**config.mk**
```make
export PLATFORM = sky130hd
export DESIGN_NAME = reg_cmd_seq
export DESIGN_NICKNAME = d
export VERILOG_FILES = /design/src/rtl/reg_cmd_seq.sv
export SDC_FILE = /design/constraint.sdc
export NUM_CORES = 1
export LEC_CHECK = 0
export ABC_AREA = 1
export BUFFER_PORTS_ARGS = -buffer_cell sky130_fd_sc_hd__buf_2
export CAP_MARGIN = 20
export CELL_PAD_IN_SITES_DETAIL_PLACEMENT = 2
export CELL_PAD_IN_SITES_GLOBAL_PLACEMENT = 2
export CORE_ASPECT_RATIO = 0.7
export CORE_UTILIZATION = 32
export CTS_BUF_LIST = sky130_fd_sc_hd__clkbuf_8
export DETAILED_ROUTE_END_ITERATION = 7
export PLACE_DENSITY = 0.91
export REMOVE_ABC_BUFFERS = 1
export SKIP_LAST_GASP = 1
export SLEW_MARGIN = 30
export SYNTH_ARGS = -nofsm -noshare
export SYNTH_HDL_FRONTEND = slang
export SYNTH_SLANG_ARGS = --single-unit
```
**constraint.sdc**
```tcl
create_clock -name clk -period 2.9 [get_ports clk]
set_clock_uncertainty 0.05 [all_clocks]
set_input_delay 0.145 -clock clk [delete_from_list [all_inputs] [get_ports clk]]
set_output_delay 0.145 -clock clk [all_outputs]
set_load 0.01 [all_outputs]
```
**src/rtl/reg_cmd_seq.sv**
```systemverilog
// reg_cmd_seq: turns handshaked register commands into single-cycle strobes for the shift/count register.
// Define REG_CMD_SEQ_ROR_EN to make op 111 rotate right; otherwise op 111 acts as NOP.
module reg_cmd_seq #(
    parameter int DATA_W = 4,
    parameter int CNT_W  = 3
) (
    input  logic              clk,
    input  logic              rst_n,
    input  logic              cmd_valid,
    output logic              cmd_ready,
    input  logic [2:0]        cmd_op,
    input  logic [DATA_W-1:0] cmd_data,
    input  logic [CNT_W-1:0]  cmd_cnt,
    input  logic [DATA_W-1:0] reg_out,
    output logic              cl,
    output logic              ld,
    output logic              inc,
    output logic              dec,
    output logic              sr,
    output logic              ir,
    output logic              sl,
    output logic              il,
    output logic [DATA_W-1:0] in,
    output logic              busy,
    output logic              done
);
    localparam int IW = $clog2(DATA_W);
    localparam logic [2:0] OP_NOP = 3'd0, OP_CLR = 3'd1, OP_LOAD = 3'd2, OP_INC = 3'd3;
    localparam logic [2:0] OP_DEC = 3'd4, OP_SHR = 3'd5, OP_SHL = 3'd6, OP_ROR = 3'd7;
`ifdef REG_CMD_SEQ_ROR_EN
    localparam bit ROR_EN = 1'b1;
`else
    localparam bit ROR_EN = 1'b0;
`endif

    typedef enum logic [1:0] {S_IDLE, S_EXEC, S_DONE} state_t;

    state_t            r_state, w_state_nx;
    logic [2:0]        r_op, w_op_nx, w_src_op;
    logic [DATA_W-1:0] r_data, w_data_nx, w_src_data, w_in_nx;
    logic [CNT_W-1:0]  r_n, w_n_nx, r_i, w_i_nx, w_i_inc, w_beats;
    logic [IW-1:0]     w_idx;
    logic              w_go, w_done_nx, w_lsb, w_unused;
    logic              w_cl_nx, w_ld_nx, w_inc_nx, w_dec_nx, w_sr_nx, w_ir_nx, w_sl_nx, w_il_nx;

    assign w_unused = ^reg_out;
    assign w_i_inc  = r_i + CNT_W'(1);
    assign w_beats  = (cmd_op == OP_CLR || cmd_op == OP_LOAD) ? CNT_W'(1) :
                      (cmd_op == OP_NOP || (cmd_op == OP_ROR && !ROR_EN)) ? '0 : cmd_cnt;

    // Next beat is decoded from the live command at accept and from the latched one afterwards.
    // Later ROR beats are decoded while the previous shift is still pending, so reg_out[1] is the next LSB.
    always_comb begin
        w_state_nx = r_state;
        w_op_nx    = r_op;
        w_data_nx  = r_data;
        w_n_nx     = r_n;
        w_i_nx     = r_i;
        w_go       = 1'b0;
        w_done_nx  = 1'b0;
        w_src_op   = r_op;
        w_src_data = r_data;
        w_idx      = IW'(w_i_inc);
        w_lsb      = reg_out[1];
        case (r_state)
            S_IDLE: if (cmd_valid) begin
                w_op_nx    = cmd_op;
                w_data_nx  = cmd_data;
                w_n_nx     = w_beats;
                w_i_nx     = '0;
                w_src_op   = cmd_op;
                w_src_data = cmd_data;
                w_idx      = '0;
                w_lsb      = reg_out[0];
                w_go       = w_beats != '0;
                w_done_nx  = !w_go;
                w_state_nx = w_go ? S_EXEC : S_DONE;
            end
            S_EXEC: begin
                w_go       = w_i_inc != r_n;
                w_done_nx  = !w_go;
                w_i_nx     = w_i_inc;
                w_state_nx = w_go ? S_EXEC : S_DONE;
            end
            default: w_state_nx = S_IDLE;
        endcase
    end

    assign w_cl_nx  = w_go && w_src_op == OP_CLR;
    assign w_ld_nx  = w_go && w_src_op == OP_LOAD;
    assign w_inc_nx = w_go && w_src_op == OP_INC;
    assign w_dec_nx = w_go && w_src_op == OP_DEC;
    assign w_sr_nx  = w_go && (w_src_op == OP_SHR || (ROR_EN && w_src_op == OP_ROR));
    assign w_sl_nx  = w_go && w_src_op == OP_SHL;
    assign w_ir_nx  = w_go && ((w_src_op == OP_SHR && w_src_data[w_idx]) ||
                               (ROR_EN && w_src_op == OP_ROR && w_lsb));
    assign w_il_nx  = w_sl_nx && w_src_data[~w_idx];
    assign w_in_nx  = w_ld_nx ? w_src_data : '0;

    always_ff @(posedge clk) begin
        if (!rst_n) begin
            r_state   <= S_IDLE;
            r_op      <= OP_NOP;
            r_data    <= '0;
            r_n       <= '0;
            r_i       <= '0;
            cmd_ready <= 1'b1;
            {cl, ld, inc, dec, sr, ir, sl, il} <= '0;
            in        <= '0;
            busy      <= 1'b0;
            done      <= 1'b0;
        end else begin
            r_state   <= w_state_nx;
            r_op      <= w_op_nx;
            r_data    <= w_data_nx;
            r_n       <= w_n_nx;
            r_i       <= w_i_nx;
            cmd_ready <= w_state_nx == S_IDLE;
            {cl, ld, inc, dec, sr, ir, sl, il} <=
                {w_cl_nx, w_ld_nx, w_inc_nx, w_dec_nx, w_sr_nx, w_ir_nx, w_sl_nx, w_il_nx};
            in        <= w_in_nx;
            busy      <= w_state_nx != S_IDLE;
            done      <= w_done_nx;
        end
    end
endmodule
```
==> summary.md <==
| Metric | Value |
|---|---|
| FFs w/ async S/R, synth | `0` |
| DRT iter0 DRCs | `31` |
| Sequential element share of the synthesized area | `0.484` |
| GPL Wtd Cong | `0.772` |
| Layout fillers | `between 400 and 500` |
| R2R depth | `8` |
| Post-route cell area | `between 1500 and 2000 sq um` |
| Synth Instances | `162` |
| I/O pin cnt | `32` |
| TritonCTS clock tree | `built` |
| CTS resizes | `0` |
| EDFF count, synth | `0` |
| Yosys reg bits | `30` |
| Setup TNS | `0 ps` |
| Area added between synthesis and finish | `21.5%` |
| Die height | `between 50 and 60 microns` |
| Hold path cells | `2` |
| Clock Sinks | `30` |
| Area leader, netlist | `dfxtp_1` |
| Placement Cell Area | `around 1400 sq um` |
| Peak VDD IR | `~0.00025 V` |
| Post-layout min period | `roughly 1700 ps` |
| Final hold violation count | `0` |
| Leak pwr | `between 0.0007 and 0.0008 uW` |
| DRT Pass-1 Iters | `4` |
| Post-route antenna net violation count | `0` |
| Final wirelength | `around 3500 microns` |
| Post-CTS setup buffers | `0` |
| Leading post-synthesis cells by cell area | `dfxtp_1 48%, nand2_1 10%, inv_1 6.7%` |
| Num CTS Buffers | `5` |
| Share of the synthesized area in the top cell type | `0.484` |
| Routed via count | `1136` |
| R2r setup slk | `between 1000 and 1500 ps` |
| Worst-margin pin slew | `around 550 ps` |
| Die area | `4140 sq um` |
| Wirelength per Cell | `roughly 14 microns` |
| N_diodes | `0` |
| Final Max Slew Viols | `0` |
| Power Dens Cells | `657 nW/um^2` |
| Unique cell type count in the Yosys netlist | `27` |
| RSZ-0062 raised after global routing | `false` |
| Clock Tree Buf Depth | `2` |
| Status | `finished, final reports clean` |
| Nets | `211` |
| Clock transition at the registers of the reported paths | `about 70 ps` |
| Worst endpoint required time | `3060 ps` |
| FF-to-FF End | `in[1]` |
| Hold_buf cts | `0` |
| Yosys warns | `0` |
| Global Route Usage Sum | `0.190` |
| Slew margin rel. | `0.635` |
| Initial antenna violation count | `0` |
| Share of post-route cells with drive strength above 1 | `0.247` |
| Num rows | `18` |
| Die width | `76.4 microns` |
| Starting Density | `0.342` |
| Congestion Overflow GR | `0` |
| DR DRC count | `0` |
| F_max | `approximately 600 MHz` |
| Top_reg_cell synth | `dfxtp_1` |
| DPL Wire Length | `~2600 microns` |
| Top-count cell post-synth | `nand2_1` |
| Max cap viols | `0` |
| Port bufs | `27` |
| Crit Path Max Fanout | `13` |
| # H-tree levels | `2` |
| Number of global-route vias before repair | `around 1200` |
| CORE AREA | `around 3600 sq um` |
| Most frequent cells after synthesis | `33 x nand2_1, 30 x dfxtp_1, 22 x inv_1, 20 x nor2_1, 10 x a21oi_1` |
| Worst hold path type | `in2reg` |
| Root Buffer | `clkbuf_8` |
| Crit end category | `flop` |
| Largest net degree at the start of global routing | `14` |
| First-pass GRT wire length | `5750 microns` |
| Tcrit/Tclk final | `0.579` |
| Mapped Area | `1240 sq um` |
| Worst Hold Endpoint | `cmd_ready` |
| Finish-stage setup viols | `0` |
| HP Start | `rst_n` |
| CP startpoint kind | `flop` |
| Syn avg cell area | `around 7.7 sq um` |
| R2R Path Start | `r_state[1]` |
| WS Path Type | `reg2reg` |
| Clock Latency Late Sink | `roughly 270 ps` |
| Critical path arrival | `1840 ps` |
| DR vias/cell | `4.66` |
-- worst max-delay path by stage --
stage,slack (ps),endpoint,depth (start not counted),startpoint
finish,1220,in[1],8,r_state[1]
global route,1010,cl,8,r_state[1]
CTS,1170,in[3],8,r_state[1]
detailed placement,1200,in[3],8,r_state[1]
global placement,1300,in[1],8,r_state[1]
floorplan,1460,inc,8,r_i[0]
-- cell usage in the layout (no fill, tap or decap), types with 2 or more instances in the layout --
cell type  count
nand2_1       33
dfxtp_1       30
buf_2         27
inv_1         23
nor2_1        20
a21oi_1       10
o21ai_0        6
nand3_1        6
clkbuf_8       6
inv_2          4
o21ai_1        4
nand3_2        3
o21a_1         2
nand2_2        2
nor2_2         2
o211ai_1       2
xor2_1         2
or2_1          2
o21ai_2        2
-- metal layers --
metal / up-vias / wire [microns] / track usage
met5: - / 0 / 0
met4: 0 / 29 / 0.0417
met2: 28 / 1780 / 0.368
met1: 541 / 1540 / 0.207
li1: 563 / - / -
met3: 4 / 148 / 0.0627
-- per-stage QoR --
stage	worst slack (ps)	std cells	utilization	hold WS, ps	power [uW]
floorplan	1460	159	-	183	592
global placement	1300	236	0.391	355	638
detailed placement	1200	236	0.391	366	658
CTS	1170	244	0.416	78.6	1000
global route	1010	244	0.416	86.4	1050
finish	1220	244	0.416	85.3	990
-- worst max-delay path: stages (launching register included) --
cell     delay, ps
dfxtp_1        320
inv_2           70
nand2_2         50
nor2_2         420
or2_1          190
o21ai_2        120
nor2_4         150
nand3_2        130
nor2_1         120
-- registers in the layout, summed over array words and instances, names as in the netlist, 2 cells and up --
signal,flops
in,4
r_data,4
r_i,3
r_n,3
r_op,3
r_state,2
-- layout make-up --
cell class	instances	area [sq um]	share of cell area
Clock buffer	6	82.6	0.0548
Timing Repair Buffer	27	135	0.0896
Sequential cell	30	601	0.398
Multi-Input combinational cell	103	520	0.345
Inverter	26	97.6	0.0647
Tap cell	50	62.6	0.0415
Clock inverter	2	8.76	0.00581
-- where the power goes --
part	switching (uW)	leakage [uW]	internal [uW]
sequential	12.7	0.000245	441
combinational	135	0.000476	62.2
clock	152	0.0000524	188
total	300	0.000774	691
-- logic make-up after synthesis --
group	after synthesis	share of synthesized area
buffers and inverters	29	0.0968
and+or+nand+nor	71	0.258
DFF	30	0.484
adders and majority gates	1	0.0101
AOI/OAI and AO/OA	28	0.130
xor gates and xnor gates	3	0.0212
No activity file was read; power rests on OpenSTA's default activity.
